**config.mk**
```make
export PLATFORM = sky130hd
export DESIGN_NAME = decoder_scan
export DESIGN_NICKNAME = d
export VERILOG_FILES = /design/src/rtl/decoder_pkg.sv /design/src/rtl/onehot_decode.sv /design/src/rtl/decoder_scan.sv
export SDC_FILE = /design/constraint.sdc
export NUM_CORES = 1
export LEC_CHECK = 0
export CORE_UTILIZATION = 45
export DETAILED_ROUTE_END_ITERATION = 6
export PLACE_DENSITY = 0.83
export REMOVE_ABC_BUFFERS = 1
export SLEW_MARGIN = 0
export SYNTH_ARGS = -nofsm -noshare
export SYNTH_HDL_FRONTEND = slang
export SYNTH_SLANG_ARGS = --single-unit
```
**constraint.sdc**
```tcl
create_clock -name clk -period 3.7 [get_ports clk]
set_input_delay 1.11 -clock clk [delete_from_list [all_inputs] [get_ports clk]]
set_output_delay 1.11 -clock clk [all_outputs]
set_load 0.01 [all_outputs]
```
**src/rtl/decoder_pkg.sv**
```systemverilog
// ============================================================================
// Module   : decoder_pkg
// Brief    : Shared mode and state encodings for the scanning decoder.
// Revision : 1.0
// ============================================================================
`default_nettype none

package decoder_pkg;

   typedef enum logic [1:0] {
      DIRECT    = 2'b00,
      SCAN_UP   = 2'b01,
      SCAN_DOWN = 2'b10,
      SWEEP     = 2'b11
   } mode_t;

   typedef enum logic {
      IDLE = 1'b0,
      RUN  = 1'b1
   } state_t;

endpackage

`default_nettype wire

```
**src/rtl/onehot_decode.sv**
```systemverilog
// ============================================================================
// Module   : onehot_decode
// Brief    : Combinational index to one-hot line decoder.
// Revision : 1.0
// ============================================================================
`default_nettype none

module onehot_decode #(
   parameter int ADDR_W = 5
) (
   input  logic [ADDR_W-1:0]      idx,
   output logic [(1<<ADDR_W)-1:0] onehot
);

   for (genvar i = 0; i < (1 << ADDR_W); i++) begin : g_line
      assign onehot[i] = (idx == ADDR_W'(i));
   end

endmodule

`default_nettype wire

```
**src/rtl/decoder_scan.sv**
```systemverilog
// ============================================================================
// Module   : decoder_scan
// Brief    : Registered one-hot decoder with direct, scan and sweep modes.
// Revision : 1.0
// ============================================================================
`default_nettype none

module decoder_scan
   import decoder_pkg::*;
#(
   parameter int ADDR_W  = 5,
   parameter int DWELL_W = 8
) (
   input  logic                     clk,
   input  logic                     rst_n,
   input  logic                     en,
   input  logic [1:0]               mode,
   input  logic [ADDR_W-1:0]        a,
   input  logic [DWELL_W-1:0]       dwell,
   input  logic                     start,
   output logic [(1<<ADDR_W)-1:0]   y,
   output logic [ADDR_W-1:0]        idx,
   output logic                     busy,
   output logic                     done
);

   localparam int OUT_W = 1 << ADDR_W;
   localparam logic [ADDR_W-1:0] c_idx_max = '1;

   state_t               r_state;
   mode_t                r_mode;
   logic [DWELL_W-1:0]   r_cnt;
   logic [DWELL_W-1:0]   r_dwell;

   state_t               w_state_nxt;
   mode_t                w_mode;
   mode_t                w_mode_nxt;
   logic [ADDR_W-1:0]    w_idx_nxt;
   logic [DWELL_W-1:0]   w_cnt_nxt;
   logic [DWELL_W-1:0]   w_dwell_nxt;
   logic                 w_y_on;
   logic                 w_done_nxt;
   logic [OUT_W-1:0]     w_dec;

   assign w_mode = mode_t'(mode);

   // The decoder looks at the next index so y lines up with idx.
   onehot_decode #(.ADDR_W(ADDR_W)) u_dec (
      .idx    (w_idx_nxt),
      .onehot (w_dec)
   );

   always_comb begin
      w_state_nxt = r_state;
      w_mode_nxt  = r_mode;
      w_idx_nxt   = idx;
      w_cnt_nxt   = r_cnt;
      w_dwell_nxt = r_dwell;
      w_y_on      = 1'b0;
      w_done_nxt  = 1'b0;

      case (r_state)
         IDLE: begin
            if (w_mode == DIRECT) begin
               w_idx_nxt = a;
               w_y_on    = en;
            end else if (start) begin
               w_state_nxt = RUN;
               w_mode_nxt  = w_mode;
               w_idx_nxt   = a;
               w_dwell_nxt = dwell;
               w_cnt_nxt   = '0;
               w_y_on      = en;
            end
         end
         RUN: begin
            // Any mode change aborts the scan without signalling completion.
            if (w_mode != r_mode) begin
               w_state_nxt = IDLE;
            end else if (en) begin
               w_y_on = 1'b1;
               if (r_cnt < r_dwell) begin
                  w_cnt_nxt = r_cnt + DWELL_W'(1);
               end else begin
                  w_cnt_nxt = '0;
                  case (r_mode)
                     SCAN_DOWN: w_idx_nxt = idx - ADDR_W'(1);
                     SWEEP: begin
                        if (idx == c_idx_max) begin
                           w_state_nxt = IDLE;
                           w_done_nxt  = 1'b1;
                           w_y_on      = 1'b0;
                        end else begin
                           w_idx_nxt = idx + ADDR_W'(1);
                        end
                     end
                     default:   w_idx_nxt = idx + ADDR_W'(1);
                  endcase
               end
            end
         end
         default: w_state_nxt = IDLE;
      endcase
   end

   always_ff @(posedge clk or negedge rst_n) begin
      if (!rst_n) begin
         r_state <= IDLE;
         r_mode  <= DIRECT;
         r_cnt   <= '0;
         r_dwell <= '0;
         idx     <= '0;
         y       <= '0;
         busy    <= 1'b0;
         done    <= 1'b0;
      end else begin
         r_state <= w_state_nxt;
         r_mode  <= w_mode_nxt;
         r_cnt   <= w_cnt_nxt;
         r_dwell <= w_dwell_nxt;
         idx     <= w_idx_nxt;
         y       <= w_y_on ? w_dec : '0;
         busy    <= (w_state_nxt == RUN);
         done    <= w_done_nxt;
      end
   end

endmodule

`default_nettype wire

```
==> flow_summary.yaml <==
cells_and_area:
  postLayoutCellArea_um2: 3600
  diodes: 0
  final_cells: 405
  syn_to_final_growth_pct: 31.6
  drive_gt1_share_pct: 12.1
  utilization_pct: 61.2
  finalNetCount: 356
clock_tree:
  clk_pin_slew_ns: 0.06
  clock-sinks: 57
  cts_buffers: 9
  cts_hold_buf: 0
  clock_tree.buffer_depth: 2
  cts_tree: "yes"
  h-tree-depth: 3
  clockRootBuffer: "clkbuf_8"
  post_cts_buffers: 0
  cts_resized: 0
  clk_latency_ns: 0.33
global_route:
  grtUsageTotal_pct: 20.0
  grt_pass1_wl_mm: 9.64
  grt-ovfl-total: 0
  grt_pass1_vias: 2069
  grt_max_degree: 31
  antenna_found_initial: 0
timing:
  period_needed_ns: 3.17
  setup_tns_ns: 0
  rsz0062_at_grt: "false"
  relSlewSlack_pct: 46.0
  setup_viol: 0
  skew_ns: 0.00658
  final_max_slew_viol_count: 0
  post-route-period-util_pct: 85.6
  hold_violations: 0
  fmax_mhz: 316
  worst_pin_slew_ns: 0.806
pwr:
  p_clk_share_pct: 31.7
  powerDensity_nw_per_um2: 552
  swShare_pct: 32.6
  seq_power_share_pct: 39.8
  vdd_drop_max_mv: 0.312
  power_switching_w: 0.000648
  p_int_w: 0.00134
  combPwrFrac_pct: 28.5
  p_leak_nw: 1.63
detailed_routing:
  routed_wl_mm: 5.79
  drc: 0
  postRouteAntennaNets: 0
  firstDrtPassIters: 4
  viasPerCell: 5.35
  wl_per_cell_um: 14.3
  via_count: 2168
  drt_iter0_drc: 147
yosys:
  synth-seq-area-share_pct: 52.1
  synth_area_per_cell_um2: 10.5
  ys_ff_latch: 57
  async_reset_ff_share_pct: 100
  synth_edf_count: 0
  ys.flop_type: "dfrtp_1"
  yosysWarnings: 0
  syn_inst: 261
  yosysUniqueCellTypes: 52
  syn_area_um2: 2740
placed_design:
  placed_area_um2: 3380
  port_buffers: 57
  dp_hpwl_mm: 4.19
  gp_congestion: 0.898
  dp_cells: 389
worst_setup_path:
  criticalPathCategory: "input pin to flip-flop"
  startpoint_type: "input pin"
  required_ns: 3.96
  arrival_ns: 3.43
  critPathMaxFanout: 9
  cp-end-kind: "flip-flop"
die:
  coreArea_um2: 5890
  dieWidth_um: 80.0
  top_level_ports: 58
  start_util_pct: 46.5
  chipHeight_um: 80.0
  rows: 28
  dieArea_um2: 6400
outcome:
  outcome: "completed"
worst_hold_path:
  hp-class: "flip-flop to flip-flop"
run:
  maxCapViolations: 0
path summary, 6_finish.rpt:
check | from | to | slack [ns] | cells past startpoint
min | r_dwell[0] | r_dwell[0] | 0.52 | 1
min in group asynchronous | rst_n | y[4] | 0.78 | 1
max | mode[1] | y[4] | 0.53 | 8
min reg2reg | r_dwell[0] | r_dwell[0] | 0.52 | 1
max in group asynchronous | rst_n | r_cnt[5] | 2.12 | 2
max reg2reg | r_cnt[7] | y[31] | 0.87 | 8
state kept, by name, indices dropped and copies added (netlist names):
signal and flops:
done 1, r_dwell 8, y 32, r_mode 2, idx 5, r_cnt 8
r_state 1
cell type report:
| class | count | area, um2 |
|---|---|---|
| Fill cell | 488 | 2280 |
| Sequential cell | 57 | 1430 |
| Clock buffer | 11 | 141 |
| Clock inverter | 5 | 78.8 |
| Inverter | 16 | 60.1 |
| Multi-Input combinational cell | 182 | 1220 |
| Timing Repair Buffer | 59 | 581 |
| Tap cell | 75 | 93.8 |
Yosys cell counts, types with 2 or more instances:
library cell / instances / area (um2)
a2111o_1: 2 / 22.5
a21oi_1: 5 / 25.0
a22oi_1: 2 / 15.0
a31oi_1: 4 / 25.0
and3_1: 7 / 43.8
buf_4: 2 / 15.0
clkbuf_1: 3 / 11.3
dfrtp_1: 57 / 1430
ha_1: 12 / 150
inv_1: 15 / 56.3
nand2_1: 23 / 86.3
nand2b_1: 4 / 25.0
nand3_1: 7 / 35.0
nand3_2: 3 / 30.0
nand3_4: 2 / 35.0
nand3b_1: 4 / 30.0
nand3b_4: 2 / 40.0
nand4_1: 4 / 25.0
nor2_1: 36 / 135
nor2_2: 4 / 25.0
nor2b_1: 3 / 18.8
nor3_1: 3 / 15.0
nor3b_1: 4 / 30.0
o21ai_0: 21 / 105
o311ai_1: 2 / 17.5
or3b_1: 2 / 17.5
or4_1: 2 / 15.0
xor2_1: 2 / 17.5
power by group through the flow:
stage | Combinational, W | Sequential [W] | Clock [W]
final | 0.000567 | 0.000791 | 0.000630
after global placement | 0.000544 | 0.000798 | 0
after floorplan | 0.000359 | 0.000792 | 0
after detailed placement | 0.000563 | 0.000800 | 0
after CTS | 0.000569 | 0.000790 | 0.000641
after global routing | 0.000626 | 0.000804 | 0.000666
layer usage:
metal / up-vias / wire length, um / track usage, %
li1: 1042 / - / -
met1: 1041 / 2560 / 26.5
met2: 77 / 2820 / 32.0
met3: 8 / 329 / 4.23
met4: 0 / 81 / 7.86
met5: - / 0 / 0
per-stage QoR:
step / setup slack (ns) / total power (W) / hold WS, ns
finish: 0.532 / 0.00199 / 0.520
global route: 0.371 / 0.00210 / 0.554
CTS: 0.533 / 0.00200 / 0.519
detailed placement: 0.211 / 0.00136 / 0.506
global placement: 0.312 / 0.00134 / 0.498
floorplan: 0.944 / 0.00115 / 0.482
cell usage in the layout, fill, tap and decap left out, types with 3 or more instances in the layout:
| cell type | synthesis | layout |
|---|---|---|
| nand4_1 | 4 | 4 |
| nand2b_1 | 4 | 4 |
| clkdlybuf4s50_1 | 0 | 56 |
| nor2_2 | 4 | 4 |
| inv_1 | 15 | 15 |
| clkbuf_8 | 0 | 10 |
| nand3b_1 | 4 | 4 |
| nor2b_1 | 3 | 3 |
| nor3b_1 | 4 | 4 |
| nand3_1 | 7 | 7 |
| and3_1 | 7 | 7 |
| a31oi_1 | 4 | 4 |
| nand2_1 | 23 | 23 |
| nand3_2 | 3 | 3 |
| nor3_1 | 3 | 3 |
| o21ai_0 | 21 | 21 |
| a21oi_1 | 5 | 5 |
| dfrtp_1 | 57 | 57 |
| nor2_1 | 36 | 36 |
| ha_1 | 12 | 12 |
cell families after synthesis:
family / synth area share [%]
simple gates: 24.4
flops: 52.1
compound gates: 11.8
buf+inv: 3.29
fa+ha+maj: 5.49
xor+xnor: 2.56
mux: 0.411
critical path: stages:
cell and delay (ns):
clkdlybuf4s50_1 0.53, xnor2_4 0.25, nand4_1 0.10, nand3b_1 0.26, a2111oi_2 0.33, nand3b_2 0.25
or3b_4 0.45, nor2_2 0.13
No activity file was read; power rests on OpenSTA's default activity.
